`src/rtl/spi_frame_decoder_if.sv`:
```
// SPI pin bundle plus decoded frame-buffer write port for spi_frame_decoder.
// The write port has no ready: when we=1, waddr/wdata are valid for that single cycle and must be taken then.
interface spi_frame_decoder_if #(
    parameter int ADDR_W = 12,
    parameter int DATA_W = 8
);
    logic              sck;
    logic              cs;
    logic              sdi;
    logic              we;
    logic [ADDR_W-1:0] waddr;
    logic [DATA_W-1:0] wdata;
    logic              done;
    logic              frame_err;
    logic              busy;
    logic [1:0]        state_dbg;

    modport slave (
        input  sck, cs, sdi,
        output we, waddr, wdata, done, frame_err, busy, state_dbg
    );

    modport master (
        output sck, cs, sdi,
        input  we, waddr, wdata, done, frame_err, busy, state_dbg
    );
endinterface

```
`src/rtl/spi_frame_decoder.sv`:
```
// SPI mode-0 slave front-end: synchronises the pins, decodes address + burst data
// words into one-cycle frame-buffer writes, and flags clean or truncated frame ends.
module spi_frame_decoder #(
    parameter int ADDR_W         = 12,
    parameter int DATA_W         = 8,
    parameter int SYNC_STAGES    = 2,
    parameter int CS_ACTIVE_HIGH = 1
) (
    input logic                 clk,
    input logic                 reset,
    spi_frame_decoder_if.slave  bus
);
    localparam int   MAX_W  = (ADDR_W > DATA_W) ? ADDR_W : DATA_W;
    localparam int   CNT_W  = $clog2(MAX_W) + 1;
    localparam logic CS_ACT = (CS_ACTIVE_HIGH != 0);

    typedef enum logic [1:0] {S_IDLE, S_ADDR, S_DATA, S_END} state_t;

    state_t state, state_n;

    logic [SYNC_STAGES-1:0] sck_sync, cs_sync, sdi_sync;
    logic                   sck_d, cs_d;
    logic                   sck_s, sdi_s, sel, sel_d;
    logic                   sck_rise, sel_rise, sel_fall;

    logic [CNT_W-1:0]  cnt, cnt_inc;
    logic [MAX_W-1:0]  shreg, shreg_n;
    logic [ADDR_W-1:0] addr_reg;
    logic              wrote_any, end_ok, end_ok_n;
    logic              shift_en, addr_done, word_done;

    // cs stages reset to the selected level so a frame already in flight at
    // reset release never looks like a fresh select edge.
    always_ff @(posedge clk or negedge reset) begin
        if (!reset) begin
            sck_sync <= '0;
            sdi_sync <= '0;
            cs_sync  <= {SYNC_STAGES{CS_ACT}};
            sck_d    <= 1'b0;
            cs_d     <= CS_ACT;
        end else begin
            sck_sync <= {sck_sync[SYNC_STAGES-2:0], bus.sck};
            sdi_sync <= {sdi_sync[SYNC_STAGES-2:0], bus.sdi};
            cs_sync  <= {cs_sync[SYNC_STAGES-2:0], bus.cs};
            sck_d    <= sck_sync[SYNC_STAGES-1];
            cs_d     <= cs_sync[SYNC_STAGES-1];
        end
    end

    assign sck_s    = sck_sync[SYNC_STAGES-1];
    assign sdi_s    = sdi_sync[SYNC_STAGES-1];
    assign sel      = ~(cs_sync[SYNC_STAGES-1] ^ CS_ACT);
    assign sel_d    = ~(cs_d ^ CS_ACT);
    assign sck_rise = sck_s & ~sck_d;
    assign sel_rise = sel & ~sel_d;
    assign sel_fall = ~sel & sel_d;

    assign cnt_inc = cnt + 1'b1;
    assign shreg_n = {shreg[MAX_W-2:0], sdi_s};

    always_ff @(posedge clk or negedge reset) begin
        if (!reset) state <= S_IDLE;
        else        state <= state_n;
    end

    always_comb begin
        state_n   = state;
        shift_en  = 1'b0;
        addr_done = 1'b0;
        word_done = 1'b0;
        case (state)
            S_IDLE: if (sel_rise) state_n = S_ADDR;
            S_ADDR: begin
                shift_en = sck_rise;
                if (sck_rise && (cnt_inc == CNT_W'(ADDR_W))) begin
                    addr_done = 1'b1;
                    state_n   = S_DATA;
                end
                if (sel_fall) state_n = S_END;
            end
            S_DATA: begin
                shift_en = sck_rise;
                if (sck_rise && (cnt_inc == CNT_W'(DATA_W))) word_done = 1'b1;
                if (sel_fall) state_n = S_END;
            end
            S_END:   state_n = S_IDLE;
            default: state_n = S_IDLE;
        endcase
    end

    // A final bit arriving with the deselect is counted before the end is judged.
    assign end_ok_n = (state == S_DATA) &&
                      (word_done || (!sck_rise && (cnt == '0) && wrote_any));

    always_ff @(posedge clk or negedge reset) begin
        if (!reset) begin
            cnt           <= '0;
            shreg         <= '0;
            addr_reg      <= '0;
            wrote_any     <= 1'b0;
            end_ok        <= 1'b0;
            bus.we        <= 1'b0;
            bus.waddr     <= '0;
            bus.wdata     <= '0;
            bus.done      <= 1'b0;
            bus.frame_err <= 1'b0;
        end else begin
            bus.we        <= word_done;
            bus.done      <= (state == S_END) && end_ok;
            bus.frame_err <= (state == S_END) && !end_ok;
            if (state == S_IDLE) begin
                cnt       <= '0;
                shreg     <= '0;
                wrote_any <= 1'b0;
            end else if (shift_en) begin
                shreg <= shreg_n;
                cnt   <= (addr_done || word_done) ? '0 : cnt_inc;
            end
            if (addr_done) addr_reg <= shreg_n[ADDR_W-1:0];
            if (word_done) begin
                bus.waddr <= addr_reg;
                bus.wdata <= shreg_n[DATA_W-1:0];
                addr_reg  <= addr_reg + ADDR_W'(1);
                wrote_any <= 1'b1;
            end
            if (sel_fall && ((state == S_ADDR) || (state == S_DATA))) end_ok <= end_ok_n;
        end
    end

    assign bus.busy      = (state == S_ADDR) || (state == S_DATA);
    assign bus.state_dbg = state;
endmodule

```
`src/flat_wrapper.sv`:
```
// flat-port wrapper written by rule: the top's interface ports become plain ports
module spi_frame_decoder_flat 
#(
    parameter int ADDR_W         = 12,
    parameter int DATA_W         = 8,
    parameter int SYNC_STAGES    = 2,
    parameter int CS_ACTIVE_HIGH = 1
)
  (clk, reset, bus_sck, bus_cs, bus_sdi, bus_we, bus_waddr, bus_wdata, bus_done, bus_frame_err, bus_busy, bus_state_dbg);
  spi_frame_decoder_if #(.ADDR_W(ADDR_W), .DATA_W(DATA_W)) bus_i ();
  input logic clk;
  input logic reset;
  input wire logic [$bits(bus_i.sck)-1:0] bus_sck;
  input wire logic [$bits(bus_i.cs)-1:0] bus_cs;
  input wire logic [$bits(bus_i.sdi)-1:0] bus_sdi;
  output wire logic [$bits(bus_i.we)-1:0] bus_we;
  output wire logic [$bits(bus_i.waddr)-1:0] bus_waddr;
  output wire logic [$bits(bus_i.wdata)-1:0] bus_wdata;
  output wire logic [$bits(bus_i.done)-1:0] bus_done;
  output wire logic [$bits(bus_i.frame_err)-1:0] bus_frame_err;
  output wire logic [$bits(bus_i.busy)-1:0] bus_busy;
  output wire logic [$bits(bus_i.state_dbg)-1:0] bus_state_dbg;
  assign bus_i.sck = bus_sck;
  assign bus_i.cs = bus_cs;
  assign bus_i.sdi = bus_sdi;
  assign bus_we = bus_i.we;
  assign bus_waddr = bus_i.waddr;
  assign bus_wdata = bus_i.wdata;
  assign bus_done = bus_i.done;
  assign bus_frame_err = bus_i.frame_err;
  assign bus_busy = bus_i.busy;
  assign bus_state_dbg = bus_i.state_dbg;
  spi_frame_decoder #(.ADDR_W(ADDR_W), .DATA_W(DATA_W), .SYNC_STAGES(SYNC_STAGES), .CS_ACTIVE_HIGH(CS_ACTIVE_HIGH)) u_core (.clk(clk), .reset(reset), .bus(bus_i));
endmodule
```
`config.mk`:
```
export PLATFORM = sky130hd
export DESIGN_NAME = spi_frame_decoder_flat
export DESIGN_NICKNAME = d
export VERILOG_FILES = /design/src/rtl/spi_frame_decoder_if.sv /design/src/rtl/spi_frame_decoder.sv /design/src/flat_wrapper.sv
export SDC_FILE = /design/constraint.sdc
export NUM_CORES = 1
export LEC_CHECK = 0
export CELL_PAD_IN_SITES_DETAIL_PLACEMENT = 1
export CELL_PAD_IN_SITES_GLOBAL_PLACEMENT = 1
export CORE_AREA = 2 2 89 91
export CTS_CLUSTER_DIAMETER = 120
export DETAILED_ROUTE_END_ITERATION = 10
export DIE_AREA = 0 0 91 93
export HOLD_SLACK_MARGIN = 0.08
export PLACE_DENSITY_LB_ADDON = 0.1
export SLEW_MARGIN = 10
export SYNTH_ARGS = -nofsm -noshare
export SYNTH_HDL_FRONTEND = slang
export SYNTH_SLANG_ARGS = --single-unit
```
`constraint.sdc`:
```
create_clock -name clk -period 3.1 [get_ports clk]
set_input_delay 0.465 -clock clk [delete_from_list [all_inputs] [get_ports clk]]
set_output_delay 0.465 -clock clk [all_outputs]
set_load 0.03 [all_outputs]
```
## Word level (Yosys, flattened, before mapping)

Index checks and enable logic that the tools add are counted.

- Add/subtract/negate cells: 2
- Eq/ne operators: 8
- Mux-type cells: 19
- Bitwise gates (word level): 6
- Reduce and logical (&&, ||, !) cells: 20

Operators with widths:

| cell | count |
|---|---|
| 12-bit 2-to-1 mux | 2 |
| 11-bit 2-to-1 mux | 2 |
| 5-bit 2-to-1 mux | 3 |
| 12-bit by 1-bit adder with 12-bit output (second input constant) | 1 |
| 5-bit by 4-bit equality test with 1-bit output (second input constant) | 2 |
| 1-bit logical AND | 8 |
| 2-bit 2-to-1 mux | 4 |
| 2-bit case mux with 4 select lines | 1 |
| 1-bit 2-to-1 mux | 7 |
| 2-bit nonzero test | 3 |
| 5-bit by 1-bit adder with 5-bit output (second input constant) | 1 |
| 5-bit zero test | 1 |
| 2-bit equality test (second input constant) | 2 |
| 2-bit by 1-bit != test with 1-bit output (second input constant) | 2 |
| 1-bit bitwise AND | 3 |
| 1-bit logical OR | 3 |
| 3-bit by 1-bit != test with 1-bit output (second input constant) | 1 |
| 1-bit NOT | 3 |
| 3-bit AND reduction | 1 |
| 2-bit by 1-bit equality test with 1-bit output (second input constant) | 1 |
| 1-bit zero test | 2 |
| 2-bit zero test | 1 |
| 2-bit OR reduction | 1 |

- Bits in registers: 63
- Output and inout bits: 26
- Word-level logic and storage cells: 71

## Depth between registers and ports, before layout

- Word-level depth: 9
- Mapped depth: 10

## Least setup slack after synthesis

No wires, ideal clock.

- Path kind: reg2reg
- From: register u_core.state[0] (netlist: u_core.bus.state_dbg[0])
- To: register u_core.cnt[3]
- Setup time: 87 ps
- Arrival time: 2029 ps
- Required time: 3013 ps
- Slack: 985 ps
- Cell stages (with the launch flop): 8
- Cells stage by stage: dfrtp_1 -> inv_1 -> ha_1 -> nand2_1 -> nor2_1 -> clkbuf_1 -> nand4_1 -> o211ai_1

- Longest elaborated chain between the ends: 6
- Elaborated cells on any way between the ends: 12
- Classes of those cells: eq/ne (2); mux (6); reduce/logical (4)

RTL lines:

| item | line | source |
|---|---|---|
| start: declaration | spi_frame_decoder.sv:19 | `state_t state, state_n;` |
| start signal: assignment | spi_frame_decoder.sv:63 | `else state <= state_n;` |
| 2-bit by 1-bit equality test with 1-bit output or 2-bit equality test (tied branches) | spi_frame_decoder.sv:71 | `case (state)` |
| 1-bit 2-to-1 mux | spi_frame_decoder.sv:71 |  |
| 1-bit logical OR | spi_frame_decoder.sv:117 | `cnt <= (addr_done \|\| word_done) ? '0 : cnt_inc;` |
| 5-bit 2-to-1 mux | spi_frame_decoder.sv:117 |  |
| 5-bit 2-to-1 mux | spi_frame_decoder.sv:115 | `end else if (shift_en) begin` |
| 5-bit 2-to-1 mux | spi_frame_decoder.sv:111 | `if (state == S_IDLE) begin` |
| end signal: assignment | spi_frame_decoder.sv:117 |  |
| end: declaration | spi_frame_decoder.sv:26 | `logic [CNT_W-1:0] cnt, cnt_inc;` |

Parallel ways exist; a longest one is shown, timed or not. The select of a mux whose other input is x is not followed.
A chain may end at the register's enable or synchronous reset.

## Worst setup path in the final report

- From: register u_core.state[1] (netlist: u_core.bus.state_dbg[1])
- To: output port bus_busy

- Longest elaborated chain between the ends: 2
- Elaborated cells on any way between the ends: 3
- Classes of those cells: eq/ne (2); reduce/logical (1)

RTL lines:

| item | line | source |
|---|---|---|
| 2-bit by 1-bit equality test with 1-bit output or 2-bit equality test (tied branches) | spi_frame_decoder.sv:130 | `assign bus.busy = (state == S_ADDR) \|\| (state == S_DATA);` |
| 1-bit logical OR (*) | spi_frame_decoder.sv:130 |  |
| end: declaration | flat_wrapper.sv:21 | `output wire logic [$bits(bus_i.busy)-1:0] bus_busy;` |

Mark *: on every way between the ends. The rest lies on a longest branch, timed or not.

==> impl_metrics.toml <==
[timing]
min_period_ns = 2.43
fmax_mhz = 411
drv_slew = 0
setup_viol = 0
post-route-period-util_pct = 78.4
rsz0062_at_grt = "false"
finClkSkew_ns = 0.0109
relSlewSlack_pct = 46.4
tns_ns = 0
hold_violations = 0
worstMarginPinSlew_ns = 0.804
whs_ns = 0.294

[placed_design]
port_buffers = 30
dp_hpwl_mm = 4.37
place_congestion = 0.777
placed_cells = 416
placed_cell_area_um2 = 3280

[synthesis]
ys_seq_area_share_pct = 54.4
netlist_area_um2 = 2910
synth_top_area_share_pct = 51.7
synthTopCellsByArea = "dfrtp_1 52%, nand2_1 9.3%, ha_1 3.4%"
synth_seq_cells = 63
syn-instance-count = 293
yosysWarnings = 0
yosysTopAreaCell = "dfrtp_1"
synth.distinct_cells = 46
syn_nets = 306
syn_area_per_cell_um2 = 9.92

[setup_path]
slowest_stage = "clkdlybuf4s50_1"
rrSetupSlack_ns = 0.75
rr_endpoint = "u_core.cnt[3]"
cp-end-kind = "primary output"
max_stage_delay_ns = 0.70
crit_type = "reg2out"
cp_data_arrival_time_ns = 1.97
startpoint_type = "register"
cp_max_fo = 5
worstReg2RegStart = "u_core.bus.state_dbg[0]"
crit_required_ns = 2.63
worstRegToRegCells = 8
worstPathCellList = "inv_1 > ha_1 > clkdlybuf4s50_1"

[clocking]
cts_sinks = 63
h-tree-depth = 3
cts_buffer_depth = 2
cts-root-buf = "clkbuf_8"
cts_hold_buf = 0
clock_latency_ns = 0.33
clk_pin_slew_worst_paths_ns = 0.07
cts_resized = 0
post_cts_buffers = 0
cts_tree = "done"
cts_buffers = 9

[grt]
grt_pass1_wl_mm = 11.7
overflow = 0
grt_max_degree = 64
grt_pass1_vias = 2304
track_usage_pct = 17.5
antenna_found_initial = 0

[routing]
drt_wl_total_mm = 6.63
wl_per_cell_um = 15.4
first_pass_iters = 4
vias = 2205
routed_via_density = 5.13
drc = 0
ant_nets = 0
drtIter0Drc = 81

[run]
drv_cap = 0

[die]
die_area_um2 = 8460
core_area_um2 = 7530
initial_core_util_pct = 38.6
die_x_um = 91
die_h_um = 93
rows = 32
io_pins = 31

[power]
p_leak_nw = 1.63
vdd_drop_max_mv = 0.253
power_density_nw_per_um2 = 631

[layout]
final_area_um2 = 3470
final_nets = 338
layout.cells.non_filler = 430
synthToLayoutAreaGrowth_pct = 19.3
antenna-diode-count = 0
num-fill-cells = 890
drive_gt1_share_pct = 9.76

[outcome]
status = "completed"

[hold_path]
hp-class = "in2async"
==> synth_stat cells, drive strengths merged <==
cell and count:
a41o 1, nand3b 2, a31oi 5, mux2i 2, o22ai 7, o31a 1
a211oi 6, nand4b 1, nor3 4, dfstp 3, clkbuf 2, a32oi 2
nor4 1, xnor2 3, nor2b 3, o21ai 17, and4 1, and2b 1
ha 8, and3 4, or2 1, nand3 8, a22o 11, a221o 1
nand2b 4, nor4b 1, nand4 2, dfrtp 60, o31ai 1, buf 13
nand4bb 1, nand2 73, and2 1, nor2 16, inv 12, mux2 1
o211ai 5, a21oi 8
==> power by group <==
group          internal, W  total, W  leakage (nW)  switching [W]
Combinational     0.000215  0.000575         0.681       0.000360
Clock             0.000381  0.000689        0.0940       0.000308
Sequential        0.000869  0.000923         0.851      0.0000542
Total              0.00147   0.00219          1.63       0.000721
==> how the worst max path moves through the flow <==
stage / start / endpoint / slack [ns] / cells past startpoint
2_1_floorplan: u_core.bus.state_dbg[0] / u_core.cnt[3] / 0.98 / 7
3_3_place_gp: u_core.cnt[2] / u_core.cnt[3] / 0.80 / 6
3_5_place_dp: u_core.bus.state_dbg[0] / u_core.bus.waddr[1] / 0.74 / 9
4_1_cts: u_core.bus.state_dbg[1] / bus_busy / 0.64 / 3
5_1_grt: u_core.bus.state_dbg[0] / u_core.cnt[1] / 0.48 / 8
6_report: u_core.bus.state_dbg[1] / bus_busy / 0.67 / 3
==> worst max-delay path, delay by kind of cell, from the launching register on <==
kind | cells | cell delay, ns
fa+ha+maj | 1 | 0.39
buf+inv | 2 | 0.81
flops | 1 | 0.44
==> cell type report <==
type,count,area (um^2),share of cell area (%)
Clock buffer,10,138,3.97
Clock inverter,4,47.5,1.37
Inverter,12,45.0,1.30
Multi-Input combinational cell,203,1190,34.3
Sequential cell,63,1580,45.6
Tap cell,102,128,3.68
Timing Repair Buffer,36,340,9.82
==> metrics by stage <==
step	worst slack, ns	power, W	utilization (%)
detailed placement	0.740	0.00152	43.6
finish	0.668	0.00219	46.0
floorplan	0.985	0.00132	-
global placement	0.803	0.00151	43.6
CTS	0.637	0.00222	46.0
global route	0.476	0.00233	46.0
==> metal layers <==
metal  global-route usage [%]  vias to the layer above  part of all wire, %
met5                        0                        -                    0
met4                     4.80                        0                 0.88
met3                     4.51                        5                  3.8
met2                     26.6                       35                   45
met1                     25.1                     1090                   51
li1                         -                     1075                    -
==> cells by family after synthesis <==
group,Yosys count,share of synthesized area (%)
AO/OA/AOI/OAI,65,15.4
XOR/XNOR,3,0.905
adder cells (fa/ha/maj),8,3.45
buffers and inverters,27,4.74
flip-flops,63,54.4
multiplexers,3,1.21
AND/OR/NAND/NOR,124,19.9
==> layout by cell type, fill, tap and decap left out, drive strengths merged, types with 2 or more instances in the layout <==
master	netlist	layout
dfrtp	60	60
a22o	11	11
xnor2	3	3
a32oi	2	2
nand3b	2	2
o211ai	5	5
nor3	4	4
clkinv	0	2
ha	8	8
nand2	73	73
nand4	2	2
a211oi	6	6
a31oi	5	5
clkbuf	2	10
nor2b	3	3
clkdlybuf4s50	0	29
dfstp	3	3
nor2	16	16
nand3	8	8
o22ai	7	7
buf	13	7
inv	12	12
a21oi	8	8
and3	4	4
mux2i	2	2
o21ai	17	17
nand2b	4	4
(Power assumes the default switching activity.)
